`config.mk`:
```
export PLATFORM = sky130hd
export DESIGN_NAME = pc_r32i
export DESIGN_NICKNAME = d
export VERILOG_FILES = /design/src/rtl/pc_r32i_pkg.sv /design/src/rtl/pc_branch_cond.sv /design/src/rtl/pc_r32i.sv
export SDC_FILE = /design/constraint.sdc
export NUM_CORES = 1
export LEC_CHECK = 0
export ABC_AREA = 1
export ABC_CLOCK_PERIOD_IN_PS = 2200
export CORE_MARGIN = 5
export CORE_UTILIZATION = 38
export CTS_BUF_LIST = sky130_fd_sc_hd__clkbuf_4 sky130_fd_sc_hd__clkbuf_8 sky130_fd_sc_hd__clkbuf_16
export CTS_CLUSTER_DIAMETER = 120
export DETAILED_ROUTE_END_ITERATION = 10
export PLACE_DENSITY_LB_ADDON = 0.08
export SLEW_MARGIN = 25
export SYNTH_ARGS = -nofsm -noshare
export SYNTH_HDL_FRONTEND = slang
export SYNTH_SLANG_ARGS = --single-unit
```
`constraint.sdc`:
```
create_clock -name clock -period 2.2 [get_ports clock]
set_input_delay 0.55 -clock clock [delete_from_list [all_inputs] [get_ports clock]]
set_output_delay 0.55 -clock clock [all_outputs]
set_load 0.02 [all_outputs]
```
`src/rtl/pc_r32i_pkg.sv`:
```
// Shared definitions for the RV32I program counter: B-type funct3 branch codes
// and the default address width.
package pc_r32i_pkg;

  localparam int unsigned DataW = 32;

  localparam logic [2:0] BEQ  = 3'b000;
  localparam logic [2:0] BNE  = 3'b001;
  localparam logic [2:0] BLT  = 3'b100;
  localparam logic [2:0] BGE  = 3'b101;
  localparam logic [2:0] BLTU = 3'b110;
  localparam logic [2:0] BGEU = 3'b111;

endpackage : pc_r32i_pkg

```
`src/rtl/pc_branch_cond.sv`:
```
// Branch-taken decision: picks the ALU compare flag named by the B-type funct3.
// Unused codes (010, 011) never take the branch.
module pc_branch_cond
  import pc_r32i_pkg::*;
(
  input  logic [2:0] PCBranchType,
  input  logic       EQ,
  input  logic       NE,
  input  logic       LT,
  input  logic       LTU,
  input  logic       GE,
  input  logic       GEU,
  output logic       taken_o
);

  always_comb begin
    taken_o = 1'b0;
    case (PCBranchType)
      BEQ:     taken_o = EQ;
      BNE:     taken_o = NE;
      BLT:     taken_o = LT;
      BGE:     taken_o = GE;
      BLTU:    taken_o = LTU;
      BGEU:    taken_o = GEU;
      default: taken_o = 1'b0;
    endcase
  end

endmodule : pc_branch_cond

```
`src/rtl/pc_r32i.sv`:
```
// RV32I program counter: sequential, PC-relative and absolute (JALR) next-address
// selection with a single registered PC driving ProgAddr.
module pc_r32i
  import pc_r32i_pkg::*;
#(
  parameter int unsigned           dataW      = DataW,
  parameter logic [dataW-1:0]      ResetAddr  = '0,
  parameter int unsigned           InstrBytes = 4
) (
  input  logic             clock,
  input  logic             reset,
  input  logic             EQ,
  input  logic             NE,
  input  logic             LT,
  input  logic             LTU,
  input  logic             GE,
  input  logic             GEU,
  input  logic             TestBranch,
  input  logic [2:0]       PCBranchType,
  input  logic [dataW-1:0] BranchAddr,
  input  logic             AlwaysBranch,
  input  logic             AbsoluteBranch,
  output logic [dataW-1:0] ProgAddr
);

  logic [dataW-1:0] pc_q;
  logic [dataW-1:0] pc_d;
  logic             cond_taken;

  pc_branch_cond u_branch_cond (
    .PCBranchType (PCBranchType),
    .EQ           (EQ),
    .NE           (NE),
    .LT           (LT),
    .LTU          (LTU),
    .GE           (GE),
    .GEU          (GEU),
    .taken_o      (cond_taken)
  );

  // Unconditional jumps outrank conditional branches; sums wrap modulo 2^dataW.
  always_comb begin
    pc_d = pc_q + dataW'(InstrBytes);
    if (AlwaysBranch) begin
      if (AbsoluteBranch) begin
        pc_d = {BranchAddr[dataW-1:1], 1'b0};
      end else begin
        pc_d = pc_q + BranchAddr;
      end
    end else if (TestBranch && cond_taken) begin
      pc_d = pc_q + BranchAddr;
    end
  end

  always_ff @(posedge clock or negedge reset) begin
    if (!reset) begin
      pc_q <= ResetAddr;
    end else begin
      pc_q <= pc_d;
    end
  end

  assign ProgAddr = pc_q;

endmodule : pc_r32i

```
# Yosys cells after proc, flatten, opt, wreduce, memory -nomap -nowiden
# Cells that the tools add are included.
[word_totals]
inputBits = 46
wordCells = 14
ff_bits = 32
[op_classes]
n_mux = 4
reduce_logical = 2
n_eq_ne = 5
n_addsub = 2
[op_table]
columns = ["op", "n"]
rows = [
  ["$mux W32", 3],
  ["$add A32 B3 Y32 const B", 1],
  ["$add A32 B32 Y32", 1],
  ["$eq A3 B3 Y1 const B", 4],
  ["$pmux W1 S6", 1],
  ["$eq A3 B1 Y1 const B", 1],
  ["$logic_not A3 Y1", 1],
  ["$logic_and A1 B1 Y1", 1],
]

# Logic depth before layout (Yosys ltp)
[depth]
word_depth = 5
mapped_depth = 14

# Modules after synthesis
# A second synthesis with hierarchy kept.
[hier_totals]
cells_unflattened = 860
hier_area_um2 = 4729.5
[by_module_without_submodules]
columns = ["module", "area_each_um2", "seq_area_each_um2", "cells_each", "instances"]
rows = [
  ["pc_r32i", 4650.7, 800.8, 842, 1],
  ["pc_branch_cond", 78.8, 0.0, 18, 1],
]

# Worst setup path before layout
# OpenSTA, ideal clock, no wires.
[synth_path]
kind = "in2reg"
start = "input BranchAddr[0]"
end = "register pc_q[18] (netlist: ProgAddr[18])"
setup_ns = 0.124
t_arrival_ns = 2.020
setup_slack_ns = 0.055
stages = 14
required_ns = 2.076
cell_sequence = "ha_1 > inv_1 > fa_1 > nand3b_1 > nand2_1 > nand2_1 > nand2_1 > nand2_1 > nand2_1 > nand2_1 > nand2_1 > nand2_1 > nand3_1 > nand3_1"
[synth_between]
elab_chain_cells = 3
[synth_lines]
columns = ["item", "line_no", "rtl"]
rows = [
  ["start, declared", "pc_r32i.sv:20", "input logic [dataW-1:0] BranchAddr,"],
  ["$add A32 B32 Y32 (*)", "pc_r32i.sv:48, pc_r32i.sv:51", ""],
  ["$mux W32 (on tied branches)", "pc_r32i.sv:50, pc_r32i.sv:45", ""],
  ["$mux W32 (*)", "pc_r32i.sv:44", "if (AlwaysBranch) begin"],
  ["named net pc_d[18]", "pc_r32i.sv:27", "logic [dataW-1:0] pc_d;"],
  ["end signal, assigned", "pc_r32i.sv:57", "pc_q <= ResetAddr;"],
  ["end signal, assigned", "pc_r32i.sv:59", "pc_q <= pc_d;"],
  ["end, declared", "pc_r32i.sv:26", "logic [dataW-1:0] pc_q;"],
]
# Mark *: on every way through the listed nets, which the timed path passes. The rest lies on a longest branch.

# Worst setup path after layout
[layout_path]
start = "input BranchAddr[28]"
end = "register pc_q[31] (netlist: ProgAddr[31])"
# Same word-level chain as after synthesis.

==> out/metrics.yaml <==
cp-start-kind: "input port"
wire_per_inst_um: 16.3
drv_cap: 0
setup_tns_ns: 0
netlist_area_um2: 4510
cpPeakStageDelay_ns: 0.54
cts.clk_slew.worst_paths_ns: 0.06
final_nets: 1045
grt_max_degree: 33
fin_crit_ns: 2.15
worst_slack_ns: 0.0530
cts_made_buffers: 5
post-place-ws_ns: -0.590
hold_path_depth: 3
reg2reg_to: "ProgAddr[12]"
via_count: 5741
firstDrtPassIters: 5
syn_area_per_cell_um2: 5.79
seq_area_frac_synth: 0.178
period_share: 0.976
drtIter0Drc: 489
row_count: 39
required_ns: 2.37
h-tree-depth: 2
crit_family: "buffers and inverters"
slowest_stage: "clkdlybuf4s50_1"
io_pins: 78
cpMostUsedCell: "nand2_1"
dpl.hpwl_mm: 14.3
clock_skew_ns: 0.00581
tightest_slew_ns: 0.561
initial_core_util: 0.391
peakVddDrop_mv: 0.696
drc: 0
synth_edf_count: 0
r2r_slack_ns: 0.11
slew_viol_final: 0
layout_commonest_cell: "nand2_1"
ys_ff_latch: 32
clock_latency_ns: 0.30
hold_viol: 0
min-delay-start: "BranchAddr[14]"
gp_congestion: 0.985
synth_fp_nets: 857
grt_pass1_vias: 5657
drive_gt1_frac: 0.246
critical_path_class: "input port to flop"
cts.sinks: 32
rr_worst_depth: 14
min_to: "ProgAddr[14]"
die_width_um: 119
p_leak_nw: 3.63
area_growth_syn_to_layout_pct: 55.9
synth_cell_types: 40
status: "completed"
timing.fmax_mhz: 466
finalSetupViolCount: 0
crit_chain: "clkdlybuf4s50_1, ha_4, nand2_1, a21oi_1, nor2_1, nand2_1, a21oi_1, buf_4, nand2_1, nand2_1, nand3_1, nand2_1, nand3_1"
path_max_fanout: 4
end_kind: "flop"
die_h_um: 119
r2r_start: "ProgAddr[0]"
synthCells: 778
layout_common_cells: "nand2_1 (241), inv_1 (124), buf_4 (106)"
cts_tree: "yes"
viasPerCell: 5.17
routed_wl_mm: 18.1
synth_warnings: 0
synthArstFlopShare: 1.00
largest_register_ffs: 32
slew_headroom: 0.624
yosys_most_used_dff: "dfrtp_1"
die_area_um2: 14100
ant_nets: 0
hold_class: "input port to flop"
antenna_found_initial: 0
cts_max_path_buffers: 2
power_density_nw_per_um2: 1320
cts_root_buf: "clkbuf_16"
port_buffers: 77
grt_pass1_wl_mm: 28.5
grt_overflow: 0
fp.coreArea_um2: 11500
grt_setup_unrepaired: "no"
diodes: 0
crit_arrival_ns: 2.32
track_usage: 0.251
critPathBufInv: 2
==> through the flow <==
step | instance area [µm²] | hold slack (ns) | instances | power, mW | util
floorplan | 4510 | 0.254 | 778 | 4.61 | -
global placement | 6230 | 0.497 | 1097 | 7.39 | 0.541
detailed placement | 6230 | 0.514 | 1097 | 7.46 | 0.541
CTS | 6710 | 0.536 | 1106 | 8.77 | 0.583
global route | 7020 | 0.613 | 1110 | 9.97 | 0.610
finish | 7020 | 0.590 | 1110 | 9.26 | 0.610
==> per-layer routing <==
layer	vias to the layer above	global-route usage	wire length (µm)
met4	0	0.0666	326
met2	199	0.416	8290
met3	24	0.0436	1320
met5	-	0	0
li1	2847	-	-
met1	2671	0.339	8120
==> area by class of cell <==
type                       instances  area (µm²)
multi-input combinational        610        3720
timing repair buffer             187        1680
inverter                         130         488
tap                              143         179
sequential                        32         802
clock buffer                       8         154
fill                            1106        4490
==> worst max-delay path by stage <==
stage                   startpoint            to  slack [ns]  depth (start not counted)
floorplan            BranchAddr[0]  ProgAddr[18]        0.06                         14
global placement     BranchAddr[0]  ProgAddr[30]       -0.54                         15
detailed placement   BranchAddr[0]  ProgAddr[12]       -0.59                         15
CTS                 BranchAddr[14]  ProgAddr[15]       -0.02                         11
global route           ProgAddr[0]  ProgAddr[22]       0.001                         14
finish              BranchAddr[28]  ProgAddr[31]        0.05                         13
==> cell families (layout without fill, tap and decap cells) <==
kind of cell             Yosys count  count (layout)  synth area share
XOR/XNOR                          23              23            0.0447
buffers and inverters            136             325             0.120
AO/OA/AOI/OAI                     76              76             0.100
flip-flops                        32              32             0.178
AND/OR/NAND/NOR                  478             478             0.464
adder cells (fa/ha/maj)           33              33            0.0933
==> timing repair <==
item | 4_1_cts | 5_1_grt
gates resized for setup | 58 | 75
hold endpoints to repair | 0 | 0
buffers inserted | 1 | 4
pin swaps | 13 | 18
setup endpoints to repair | 24 | 23
hold buffers | 0 | 0
==> worst reg2reg max path, cell delays in order, from the launching register on <==
cell	delay, ns
dfrtp_1	0.36
ha_2	0.19
inv_2	0.04
fa_2	0.38
nand3b_1	0.18
nand2_2	0.14
nand2_1	0.07
nand2_1	0.07
nand2_1	0.07
nand2_2	0.13
buf_6	0.12
nor2_1	0.04
nor2_1	0.09
nand2_1	0.07
nand3_1	0.07
==> cell usage after synthesis, types with 2 or more instances <==
cell type | count | area share
nand3b_1 | 5 | 0.0083
a21o_1 | 2 | 0.0033
dfrtp_1 | 32 | 0.18
o21bai_1 | 13 | 0.022
nor2_4 | 3 | 0.0075
o21ai_0 | 19 | 0.021
nand4_1 | 19 | 0.026
o211ai_1 | 3 | 0.0050
nand2_4 | 2 | 0.0050
xor2_1 | 9 | 0.017
nor3_1 | 12 | 0.013
inv_1 | 127 | 0.11
buf_6 | 4 | 0.010
or2_2 | 6 | 0.0083
ha_1 | 32 | 0.089
nand2_2 | 6 | 0.0083
nand3_1 | 78 | 0.087
a31oi_1 | 4 | 0.0056
a21oi_1 | 28 | 0.031
nor2_1 | 72 | 0.060
inv_2 | 3 | 0.0025
nand2_1 | 265 | 0.22
xnor2_1 | 14 | 0.027
or2_1 | 2 | 0.0028
o21ai_1 | 2 | 0.0022
nor2_2 | 2 | 0.0028
==> power by group <==
| part | internal (mW) | total [mW] | switching, mW | leakage (nW) |
|---|---|---|---|---|
| clock | 0.478 | 0.784 | 0.306 | 0.0780 |
| sequential | 0.861 | 1.28 | 0.420 | 0.380 |
| combinational | 3.36 | 7.19 | 3.83 | 3.18 |
| total | 4.70 | 9.26 | 4.56 | 3.63 |
Note: power is estimated with default switching activity, not from simulation.
==> edit 1: new RTL, same flow settings <==
`DataW`: 32 -> 16.
--- a/src/rtl/pc_r32i_pkg.sv
+++ b/src/rtl/pc_r32i_pkg.sv
@@ -2,7 +2,7 @@
 // and the default address width.
 package pc_r32i_pkg;
 
-  localparam int unsigned DataW = 32;
+  localparam int unsigned DataW = 16;
 
   localparam logic [2:0] BEQ  = 3'b000;
   localparam logic [2:0] BNE  = 3'b001;
Interface: changed (resized BranchAddr and ProgAddr); port bits go from 78 to 46. The function was not compared with the original's and may differ.
==> edit 1 against the original RTL <==
- sequential cell count fell by 16
- routed wire length is 59% lower
- combinational power decreased by 67%
- power shrank 65%
- critical path type unchanged
- area after synthesis fell by 48%
- cell area is 53% lower
- first-iteration DRC count decreased by 73%
- worst setup slack improved by 0.022 ns
- largest cell class unchanged
==> edit 1: results (changes against the original RTL) <==
status: "finished, final reports clean"  # unchanged
async_flop_share_pct: 100  # unchanged
p_int_uw: 1640  # was 4700 uW
synth_compound_area_share_pct: 6.71  # was 10.0%
holdPathEnd: "ProgAddr[0]"  # was ProgAddr[14]
cp_data_arrival_time_ns: 2.28  # was 2.32 ns
yosysSeqAreaShare_pct: 17.2  # was 17.8%
port_buffers: 45  # was 77
timing.rr.end: "ProgAddr[15]"  # was ProgAddr[12]
cts_made_buffers: 3  # was 5
cts_max_level: 1  # was 2
dp_hpwl_mm: 6.13  # was 14.3 mm
wirelength_mm: 7.43  # was 18.1 mm
clock_tree.root_cell: "clkbuf_8"  # was clkbuf_16
critPathMaxFanout: 3  # was 4
worst_clock_skew_ns: 0.00168  # was 0.00581 ns
hp-class: "flip-flop to flip-flop"  # was input port to flip-flop
synth_xor_area_share_pct: 4.89  # was 4.47%
preCtsSetupSlack_ns: -0.273  # was -0.590 ns
slowest_stage: "clkdlybuf4s50_1"  # unchanged
synth_mux_area_share_pct: 0  # unchanged
nets: 534  # was 1045
r2r_setup_slack_ns: 0.38  # was 0.11 ns
min_from: "ProgAddr[0]"  # was BranchAddr[14]
gr-usage-all-layers_pct: 19.6  # was 25.1%
synth-adder-area-share_pct: 9.45  # was 9.33%
drt_iter0_markers: 134  # was 489
dr.pass1.iters: 4  # was 5
whs_ns: 0.559  # was 0.590 ns
final_cells: 561  # was 1110
ir_worst_vdd_mv: 0.443  # was 0.696 mV
ys_types: 30  # was 40
critPathTopFamily: "buffers and inverters"  # unchanged
syn-instance-count: 402  # was 778
syn_nets: 449  # was 857
drive_above_1_share_pct: 17.9  # was 24.6%
vias_per_cell: 4.82  # was 5.17
grt_pass1_wl_mm: 11.8  # was 28.5 mm
clock_latency_ns: 0.26  # was 0.30 ns
ys_top_cells_by_count: "nand2_1, inv_1, nand3_1"  # unchanged
fillers: 635  # was 1106
hold_depth: 2  # was 3
cpPeakStageDelay_ns: 0.46  # was 0.54 ns
largest_register_ffs: 16  # was 32
grt_pass1_vias: 2498  # was 5657
worst_pin_slew_ns: 0.435  # was 0.561 ns
grt_start_max_net_pins: 22  # was 33
gp_congestion: 0.836  # was 0.985
ff2ff_path_depth: 9  # was 14
power_leakage_uw: 0.00181  # was 0.00363 uW
reg2reg_from: "ProgAddr[10]"  # was ProgAddr[0]
synthTopCellsByArea: "nand2_1, dfrtp_1, inv_1"  # unchanged
yosys_warnings: 0  # unchanged
edit 1: logic make-up (layout without fill, tap and decap cells):
group                    count (synthesis)  after routing
flip-flops                              16             16
AO/OA/AOI/OAI                           23             23
XOR/XNOR                                13             13
AND/OR/NAND/NOR                        260            260
buffers and inverters                   73            157
adder cells (fa/ha/maj)                 17             17
edit 1: layout make-up:
cell class                 count  area share [%]
sequential                    16            12.0
tap                           75            2.82
multi-input combinational    313            53.1
inverter                      68            7.67
clock buffer                   4            1.65
timing repair buffer          85            22.7
edit 1: timing repair:
action                     CTS  global route
gates resized for setup      0            24
buffers inserted             0             0
setup endpoints to repair    0            12
edit 1: worst max-delay path by stage:
stage | startpoint | endpoint | slack [ns]
2_1_floorplan | BranchAddr[0] | ProgAddr[8] | 0.28
6_report | BranchAddr[0] | ProgAddr[8] | 0.07
3_5_place_dp | BranchAddr[0] | ProgAddr[8] | -0.27
3_3_place_gp | BranchAddr[0] | ProgAddr[12] | -0.23
5_1_grt | BranchAddr[0] | ProgAddr[8] | -0.03
4_1_cts | BranchAddr[0] | ProgAddr[8] | 0.009
edit 1: layer usage:
metal	part of all wire (%)	global-route usage, %	up-vias
met1	44	24.4	1195
met4	2.6	6.46	0
met2	49	34.5	69
met5	0	0	-
li1	-	-	1424
met3	4.6	2.79	14
edit 1: worst register-to-register path: cells and delay by family, from the launching register on:
family | cells | cell delay [ns]
and+or+nand+nor | 8 | 0.87
DFF | 1 | 0.45
adders and majority gates | 1 | 0.40
edit 1: power groups by stage:
stage	logic [uW]	clock network (uW)	registers [uW]
after detailed placement	2230	0	576
after floorplan	1210	0	651
after CTS	2240	285	573
after global placement	2210	0	577
final	2340	278	588
after global routing	2620	302	607
edit 1: metrics by stage:
stage | instance area [sq um] | util (%)
global placement | 3130 | 52.5
floorplan | 2330 | -
global route | 3330 | 55.9
finish | 3330 | 55.9
CTS | 3180 | 53.5
detailed placement | 3130 | 52.5
==> edit 2: new RTL, same flow settings <==
Without the edit above. Put one more register stage on the output `ProgAddr`, cleared by the reset. The value now appears one clock later. Comments in the files are not updated.
--- a/src/rtl/pc_r32i.sv
+++ b/src/rtl/pc_r32i.sv
@@ -60,7 +60,13 @@
     end
   end
 
-  assign ProgAddr = pc_q;
+  always_ff @(posedge clock or negedge reset) begin
+    if (!reset) begin
+      ProgAddr <= '0;
+    end else begin
+      ProgAddr <= pc_q;
+    end
+  end
 
 endmodule : pc_r32i
 
Formal check against the unedited RTL: not equivalent (Yosys sat finds a counterexample within 4 cycles, from zero or initial values and one cycle with reset low).
==> edit 2 against the original RTL <==
- die area grew 16%
- first-iteration DRC count rose by 22%
- power rose by 22%
- hold slack worse by 0.46 ns
- sequential cell count increased by 32
- critical path type unchanged
- routed wire length grew 9.4%
- global-route usage shrank 1.3 points
- cell area is 18% higher
- area after synthesis up 18%
- sequential power grew 66%
- worst setup slack improved by 0.019 ns
==> edit 2: results (changes against the original RTL) <==
preCtsSetupSlack_ns: -0.599  # was -0.590 ns
grt_pass1_wl_mm: 30.0  # was 28.5 mm
clk_pin_slew_ns: 0.06  # about the same
yosysSeqAreaShare_pct: 30.2  # was 17.8%
async_flop_share_pct: 100  # unchanged
drive_above_1_share_pct: 26.7  # was 24.6%
drt_iter0_markers: 596  # was 489
dr.pass1.iters: 5  # unchanged
fillers: 1297  # was 1106
nets: 1125  # was 1045
port_buffers: 77  # unchanged
critPathMaxFanout: 12  # was 4
diodes: 0  # unchanged
synthTopCellsByArea: "dfrtp_1, nand2_1, inv_1"  # was nand2_1, dfrtp_1, inv_1
status: "finished, final reports clean"  # unchanged
relSlewSlack_pct: 61.9  # was 62.4%
ir_worst_vdd_mv: 0.654  # was 0.696 mV
grt_pass1_vias: 5782  # was 5657
placed_area_sq_um: 7410  # was 6230 sq um
hp-class: "input port to async pin"  # was input port to flip-flop
gp_congestion: 0.937  # was 0.985
worst_clock_skew_ns: 0.00885  # was 0.00581 ns
vias: 6128  # was 5741
cts_buffer_depth: 2  # unchanged
gr-usage-all-layers_pct: 23.8  # was 25.1%
grt_start_max_net_pins: 24  # was 33
power_leakage_uw: 0.00422  # was 0.00363 uW
ys_types: 40  # unchanged
ys_top_cells_by_count: "nand2_1, inv_1, nand3_1"  # unchanged
cts_made_buffers: 9  # was 5
final_cell_area_sq_um: 8310  # was 7020 sq um
yosys_warnings: 0  # unchanged
antenna_found_initial: 0  # unchanged
hold_viol: 0  # unchanged
syn_nets: 889  # was 857
clock_tree.root_cell: "clkbuf_16"  # unchanged
dp_hpwl_mm: 15.9  # was 14.3 mm
biggestRegsByFlops: "ProgAddr (32), pc_q (32)"
wl_per_cell_microns: 16.0  # was 16.3 microns
clock_latency_ns: 0.35  # was 0.30 ns
cts_max_level: 3  # was 2
cp_data_arrival_time_ns: 2.40  # was 2.32 ns
## edit 2: cell count changes after synthesis, sizes merged
cell,change
dfrtp,+32
## edit 2: kinds of logic (layout without fill, tap and decap cells)
kind of cell	count (synthesis)	after routing	synth area share, %
AOI/OAI and AO/OA	76	76	8.51
xor gates and xnor gates	23	23	3.80
adders and majority gates	33	33	7.92
buffers and inverters	136	377	10.2
DFF	64	64	30.2
and+or+nand+nor	478	478	39.4
## edit 2: what timing repair did
| action | CTS | global route |
|---|---|---|
| endpoints found under the setup margin | 22 | 21 |
| gates resized for setup | 77 | 50 |
| hold buffers | 0 | 0 |
| endpoints found under the hold margin | 0 | 0 |
| pin swaps | 29 | 3 |
| setup buffers | 2 | 3 |
## edit 2: area by class of cell
type,count,area share (%)
multi-input cells,610,44.7
repair buffers,231,23.8
flip-flops and latches,64,19.3
inverters,130,5.87
clock buffers,10,2.87
well taps,180,2.71
clock inverters,6,0.813
## edit 2: per-stage QoR
step / util (%) / hold slack [ns] / total power, uW / cells / TNS, ns
3_5_place_dp: 53.8 / 0.408 / 8930 / 1210 / -13.07
3_3_place_gp: 53.8 / 0.403 / 8850 / 1210 / -12.10
4_1_cts: 58.4 / 0.134 / 11000 / 1228 / 0
5_1_grt: 60.4 / 0.154 / 12100 / 1231 / -0.0590
2_1_floorplan: - / 0.254 / 5530 / 810 / 0
6_report: 60.4 / 0.125 / 11300 / 1231 / 0
## edit 2: final timing paths
| kind | slack (ns) | from | endpoint | cells past startpoint |
|---|---|---|---|---|
| worst max register to register | 0.11 | pc_q[2] | pc_q[14] | 12 |
| worst max-delay path | 0.07 | PCBranchType[0] | pc_q[23] | 10 |
| worst min register to register | 0.41 | pc_q[1] | ProgAddr[1] | 0 |
| worst min-delay path | 0.13 | reset | pc_q[13] | 1 |
| min in group clock | 0.41 | pc_q[1] | ProgAddr[1] | 0 |
| max in group asynchronous | 1.55 | reset | pc_q[24] | 2 |
## edit 2: critical path: stages
cell and delay [ns]:
clkdlybuf4s50_1 0.56, or2_1 0.14, nand4_1 0.13, nand4_4 0.15
nand2_4 0.09, nand2_4 0.08, nand2_4 0.06, inv_2 0.26
nand3_1 0.24, nand2_1 0.14
## edit 2: per-layer routing
metal / up-vias / routed length, microns / global-route usage [%]
met4: 0 / 311 / 5.81
met1: 2830 / 9460 / 34.5
met5: - / 0 / 0
met2: 215 / 8480 / 36.0
li1: 3056 / - / -
met3: 27 / 1510 / 5.25
## edit 2: where the power goes
group | switching [uW] | total [uW] | internal (uW)
sequential | 407 | 2120 | 1720
clock | 593 | 1510 | 912
combinational | 4000 | 7670 | 3670
